==> src/rtl/sync_pkg.sv <==
// Shared constants and helpers for the sync_filter_edge synchronizer/filter slice.
package sync_pkg;

  localparam int GLITCH_CNT_W = 16;

  localparam int STAGES_MIN = 2;
  localparam int STAGES_MAX = 4;
  localparam int FILT_MIN   = 1;
  localparam int FILT_MAX   = 255;

  // Filter counter width; a single bit even when no filtering is requested.
  function automatic int cnt_w(input int filt);
    int w;
    w = $clog2(filt);
    return (w < 1) ? 1 : w;
  endfunction

endpackage

==> src/rtl/sync_filter_ch.sv <==
// One channel: flop-chain synchronizer, stability filter, registered level and edge pulses,
// plus a combinational strobe marking the cycle a partial run is abandoned.
module sync_filter_ch
  import sync_pkg::*;
#(
  parameter int   STAGES   = 2,
  parameter int   FILT_CNT = 4,
  parameter logic RST_BIT  = 1'b0
) (
  input  logic clk,
  input  logic rst_n,
  input  logic data_i,
  output logic data_o,
  output logic rise_o,
  output logic fall_o,
  output logic glitch_o
);

  localparam int               CNT_W    = cnt_w(FILT_CNT);
  localparam logic [CNT_W-1:0] CNT_LAST = CNT_W'(FILT_CNT - 1);

  logic [STAGES-1:0] r_sync;
  logic [CNT_W-1:0]  r_cnt;
  logic              r_data;
  logic              r_rise;
  logic              r_fall;
  logic              w_s;

  assign w_s      = r_sync[STAGES-1];
  assign data_o   = r_data;
  assign rise_o   = r_rise;
  assign fall_o   = r_fall;
  // A nonzero count being dropped without a flip is exactly a rejected glitch.
  assign glitch_o = (w_s == r_data) && (r_cnt != '0);

  // NOTE: every register here uses <= so all stages sample the pre-edge values;
  // blocking assignments would collapse the chain into a single flop.
  always_ff @(posedge clk or negedge rst_n) begin
    if (!rst_n) begin
      r_sync <= {STAGES{RST_BIT}};
      r_cnt  <= '0;
      r_data <= RST_BIT;
      r_rise <= 1'b0;
      r_fall <= 1'b0;
    end else begin
      r_sync <= {r_sync[STAGES-2:0], data_i};
      r_rise <= 1'b0;
      r_fall <= 1'b0;
      if (w_s == r_data) begin
        r_cnt <= '0;
      end else if (r_cnt == CNT_LAST) begin
        r_data <= w_s;
        r_rise <= w_s;
        r_fall <= ~w_s;
        r_cnt  <= '0;
      end else begin
        r_cnt <= r_cnt + 1'b1;
      end
    end
  end

endmodule

==> src/rtl/sync_filter_edge.sv <==
// N_CH-channel synchronizer with per-channel glitch filter and edge pulses.
// Optional saturating rejected-glitch counter enabled by `define SYNC_GLITCH_STAT_EN.
module sync_filter_edge
  import sync_pkg::*;
#(
  parameter int              N_CH     = 4,
  parameter int              STAGES   = 2,
  parameter int              FILT_CNT = 4,
  parameter logic [N_CH-1:0] RST_VAL  = {N_CH{1'b0}}
) (
  input  logic                    clk,
  input  logic                    rst_n,
  input  logic [N_CH-1:0]         data_i,
  output logic [N_CH-1:0]         data_o,
  output logic [N_CH-1:0]         rise_o,
  output logic [N_CH-1:0]         fall_o
`ifdef SYNC_GLITCH_STAT_EN
  ,
  output logic [GLITCH_CNT_W-1:0] glitch_cnt_o,
  input  logic                    glitch_clr_i
`endif
);

  if (STAGES < STAGES_MIN || STAGES > STAGES_MAX) begin : g_bad_stages
    $error("sync_filter_edge: STAGES must be within 2..4");
  end
  if (FILT_CNT < FILT_MIN || FILT_CNT > FILT_MAX) begin : g_bad_filt
    $error("sync_filter_edge: FILT_CNT must be within 1..255");
  end

`ifdef SYNC_GLITCH_STAT_EN
  logic [N_CH-1:0] w_glitch;
`endif

  for (genvar g = 0; g < N_CH; g++) begin : g_ch
    sync_filter_ch #(
      .STAGES   (STAGES),
      .FILT_CNT (FILT_CNT),
      .RST_BIT  (RST_VAL[g])
    ) u_ch (
      .clk      (clk),
      .rst_n    (rst_n),
      .data_i   (data_i[g]),
      .data_o   (data_o[g]),
      .rise_o   (rise_o[g]),
      .fall_o   (fall_o[g]),
`ifdef SYNC_GLITCH_STAT_EN
      .glitch_o (w_glitch[g])
`else
      .glitch_o ()
`endif
    );
  end

`ifdef SYNC_GLITCH_STAT_EN
  logic [GLITCH_CNT_W:0]   w_glitch_sum;
  logic [GLITCH_CNT_W-1:0] r_glitch_cnt;

  // NOTE: the sum gets a default before the loop so the block stays purely combinational.
  always_comb begin
    w_glitch_sum = {1'b0, r_glitch_cnt};
    for (int i = 0; i < N_CH; i++) begin
      w_glitch_sum = w_glitch_sum + (GLITCH_CNT_W + 1)'(w_glitch[i]);
    end
  end

  always_ff @(posedge clk or negedge rst_n) begin
    if (!rst_n) begin
      r_glitch_cnt <= '0;
    end else if (glitch_clr_i) begin
      r_glitch_cnt <= '0;
    end else if (w_glitch_sum[GLITCH_CNT_W]) begin
      r_glitch_cnt <= '1;
    end else begin
      r_glitch_cnt <= w_glitch_sum[GLITCH_CNT_W-1:0];
    end
  end

  assign glitch_cnt_o = r_glitch_cnt;
`endif

endmodule

==> config.mk <==
export PLATFORM = sky130hd
export DESIGN_NAME = sync_filter_edge
export DESIGN_NICKNAME = d
export VERILOG_FILES = /design/src/rtl/sync_pkg.sv /design/src/rtl/sync_filter_ch.sv /design/src/rtl/sync_filter_edge.sv
export SDC_FILE = /design/constraint.sdc
export NUM_CORES = 1
export LEC_CHECK = 0
export BUFFER_PORTS_ARGS = -buffer_cell sky130_fd_sc_hd__buf_2
export CAP_MARGIN = 5
export CORE_MARGIN = 4
export CORE_UTILIZATION = 56
export CTS_CLUSTER_DIAMETER = 30
export CTS_CLUSTER_SIZE = 40
export DETAILED_ROUTE_END_ITERATION = 10
export PLACE_DENSITY = 0.84
export SLEW_MARGIN = 20
export SYNTH_ARGS = -nofsm -noshare
export SYNTH_HDL_FRONTEND = slang
export SYNTH_SLANG_ARGS = --single-unit
==> constraint.sdc <==
create_clock -name clk -period 2 [get_ports clk]
set_input_delay 0.2 -clock clk [delete_from_list [all_inputs] [get_ports clk]]
set_output_delay 0.2 -clock clk [all_outputs]
set_load 0.005 [all_outputs]
==> flow_summary_export.csv <==
group,metric,value,unit
global_routing,grtUsageMet1,13.4,%
final_layout,syn_to_final_growth,9.60,%
die,initial_core_util,59.6,%
routing,drtAntennaViolNets,0,
routing,num_vias,516,
power,p_per_area,1110,nW/um2
routing,dr.pass1.iters,2,
clock_network,cts_buffers,3,
yosys,ys.flop_type,"dfrtp_1",
yosys,ys_types,16,
global_routing,grt_max_degree,29,
yosys,synth-warning-count,0,
clock_network,path_clk_slew,0.12,ns
yosys,synth_edf_count,0,
yosys,yosysTopAreaCell,"dfrtp_1",
clock_network,insertion_delay,0.30,ns
sta,setup_tns,0,ns
yosys,netlist_area,1030,um2
placement,place_ws,0.993,ns
clock_network,cts_tree,"done",
setup_path,required,1.80,ns
clock_network,cts_num_sinks,28,
yosys,ys_seq_area_share,68.0,%
setup_path,cp-endpoint,"data_o[0]",
final_layout,layout-drive-gt1-share,26.4,%
routing,route.detailed.drc,0,
run,maxCapViolCount,0,
yosys,synthTopCellsByCount,"28 x dfrtp_1, 12 x buf_4, 4 x ha_1",
sta,fin_ws,0.919,ns
global_routing,antenna_found_initial,0,
setup_path,worstPathCellList,"buf_2",
placement,dp_hpwl,888,um
global_routing,grt_first_pass_wirelength,2210,um
global_routing,gr-total-overflow,0,
sta,slew_viol_final,0,
die,die_w,50.9,um
setup_path,critPathMaxStageDelay,0.44,ns
yosys,synth_area_leaders,"dfrtp_1 68%, buf_4 8.7%, ha_1 4.9%",
sta,period_share,54.0,%
clock_network,clockBufferDepth,2,
yosys,syn_nets,84,
placement,io_buffers,17,
global_routing,grt_pass1_vias,545,
placement,place_congestion,0.743,
global_routing,globalRouteMet2Util,20.0,%
die,dieArea,2590,um2
outcome,status,"finished, final reports clean",
setup_path,crit_start,"g_ch[0].u_ch.data_o",
final_layout,diodes,0,
clock_network,post_cts_buffers,0,
sta,setup_viol_count_final,0,
setup_path,cp_data_arrival_time,0.88,ns
yosys,post-synth-top-count-cell,"dfrtp_1",
setup_path,crit_type,"register to output pin",
routing,viasPerCell,4.61,
die,rows,15,
routing,wire_per_inst,10.6,um
setup_path,path_buf_inv,1,
clock_network,ctsHoldBuffers,5,
setup_path,critPathMaxFanout,5,
final_layout,fin_util,65.4,%
clock_network,root_buffer,"clkbuf_4",
die,num_io_pins,18,
setup_path,r2r_cells,2,
setup_path,reg2reg_from,"g_ch[0].u_ch.r_cnt[0]",
routing,drtIter0Drc,3,
setup_path,cpMaxStageDelayCell,"dfrtp_1",
die,die_y,50.9,um
sta,tightest_slew,0.568,ns
sta,clock.fmax,925,MHz
yosys,synth_cells,74,
routing,wl,1190,um
setup_path,r2r_end,"g_ch[0].u_ch.data_o",
setup_path,startpoint_type,"register",
final_layout,nNetsFinal,99,
global_routing,grt_util_met3,3.50,%
global_routing,busiest_layer,"met2",
setup_path,critPathTopFamily,"flip-flops",
setup_path,crit_path_end_kind,"output pin",
yosys,avgSynthCellArea,13.9,um2
sta,rsz0062_at_grt,"no",
final_layout,num-fill-cells,133,
yosys,async_flop_share,100,%
clock_network,ctsResizeCount,0,
power,irDropWorstVdd,0.644,mV
clock_network,htreeDepth,1,
die,core-area,1730,um2
sta,hold_viol,0,
hold_path,hp-class,"register to register",
setup_path,r2r_slack,0.98,ns
global_routing,grtUsageTotal,11.9,%
yosys,synth_seq_cells,28,
sta,slew_headroom,62.1,%
yosys,yosysTopAreaCellShare,68.0,%
sta,period_needed,1.08,ns
power,p_leak,0.588,nW
setup_path,crit_cells,1,
sta,fin_skew,0.00174,ns
==> cell families after synthesis <==
group | count (synthesis) | synth area share, %
AO/OA/AOI/OAI | 3 | 1.46
flip-flops | 28 | 68.0
AND/OR/NAND/NOR | 19 | 11.3
buffers and inverters | 15 | 9.84
adder cells (fa/ha/maj) | 4 | 4.86
multiplexers | 1 | 1.09
XOR/XNOR | 4 | 3.40
==> metrics by stage <==
step / hold WS [ns] / cell area, um2 / std cells / power [W]
floorplan: -0.0956 / 1030 / 74 / 0.00102
global placement: 0.231 / 1060 / 104 / 0.00104
detailed placement: 0.231 / 1060 / 104 / 0.00106
CTS: 0.369 / 1130 / 112 / 0.00128
global route: 0.375 / 1130 / 112 / 0.00136
finish: 0.368 / 1130 / 112 / 0.00125
==> layout by cell type (no fill, tap or decap), drive strengths merged <==
| master | n |
|---|---|
| xnor2 | 3 |
| xor2 | 1 |
| and2 | 1 |
| dlygate4sd3 | 5 |
| and3b | 2 |
| ha | 4 |
| inv | 3 |
| mux2 | 1 |
| nor2 | 3 |
| clkbuf | 3 |
| nor3b | 4 |
| nand2 | 3 |
| nor3 | 3 |
| nor2b | 3 |
| o21ai | 3 |
| dfrtp | 28 |
| buf | 17 |
==> where the power goes <==
part	internal [W]	switching, W
combinational	0.000159	0.000124
sequential	0.000686	0.0000807
clock	0.0000701	0.000134
==> worst min path at each step <==
stage | startpoint | end | depth (start not counted)
2_1_floorplan | rst_n | g_ch[0].u_ch.data_o | 0
3_3_place_gp | rst_n | g_ch[1].u_ch.rise_o | 1
3_5_place_dp | rst_n | g_ch[1].u_ch.rise_o | 1
4_1_cts | g_ch[3].u_ch.r_sync[0] | g_ch[3].u_ch.r_sync[1] | 0
5_1_grt | g_ch[0].u_ch.r_sync[0] | g_ch[0].u_ch.r_sync[1] | 0
6_report | g_ch[0].u_ch.r_sync[0] | g_ch[0].u_ch.r_sync[1] | 0
==> per-layer routing <==
| metal | vias to the layer above | part of all wire, % |
|---|---|---|
| li1 | 256 | - |
| met1 | 246 | 44 |
| met2 | 12 | 50 |
| met3 | 2 | 4.8 |
| met4 | 0 | 1.1 |
| met5 | - | 0 |
==> layout make-up <==
type,instances,area [um2],share of cell area (%)
clock buffer,3,22.5,2.00
inverter,3,11.3,0.998
multi-input combinational,31,228,20.2
sequential,28,701,62.1
tap,25,31.3,2.77
timing repair buffer,22,135,12.0
==> state kept, by name (all words and copies together), names as in the netlist <==
name,flops
g_ch.u_ch.data_o,4
g_ch.u_ch.fall_o,4
g_ch.u_ch.r_cnt,8
g_ch.u_ch.r_sync,8
g_ch.u_ch.rise_o,4
(Power assumes the default switching activity.)
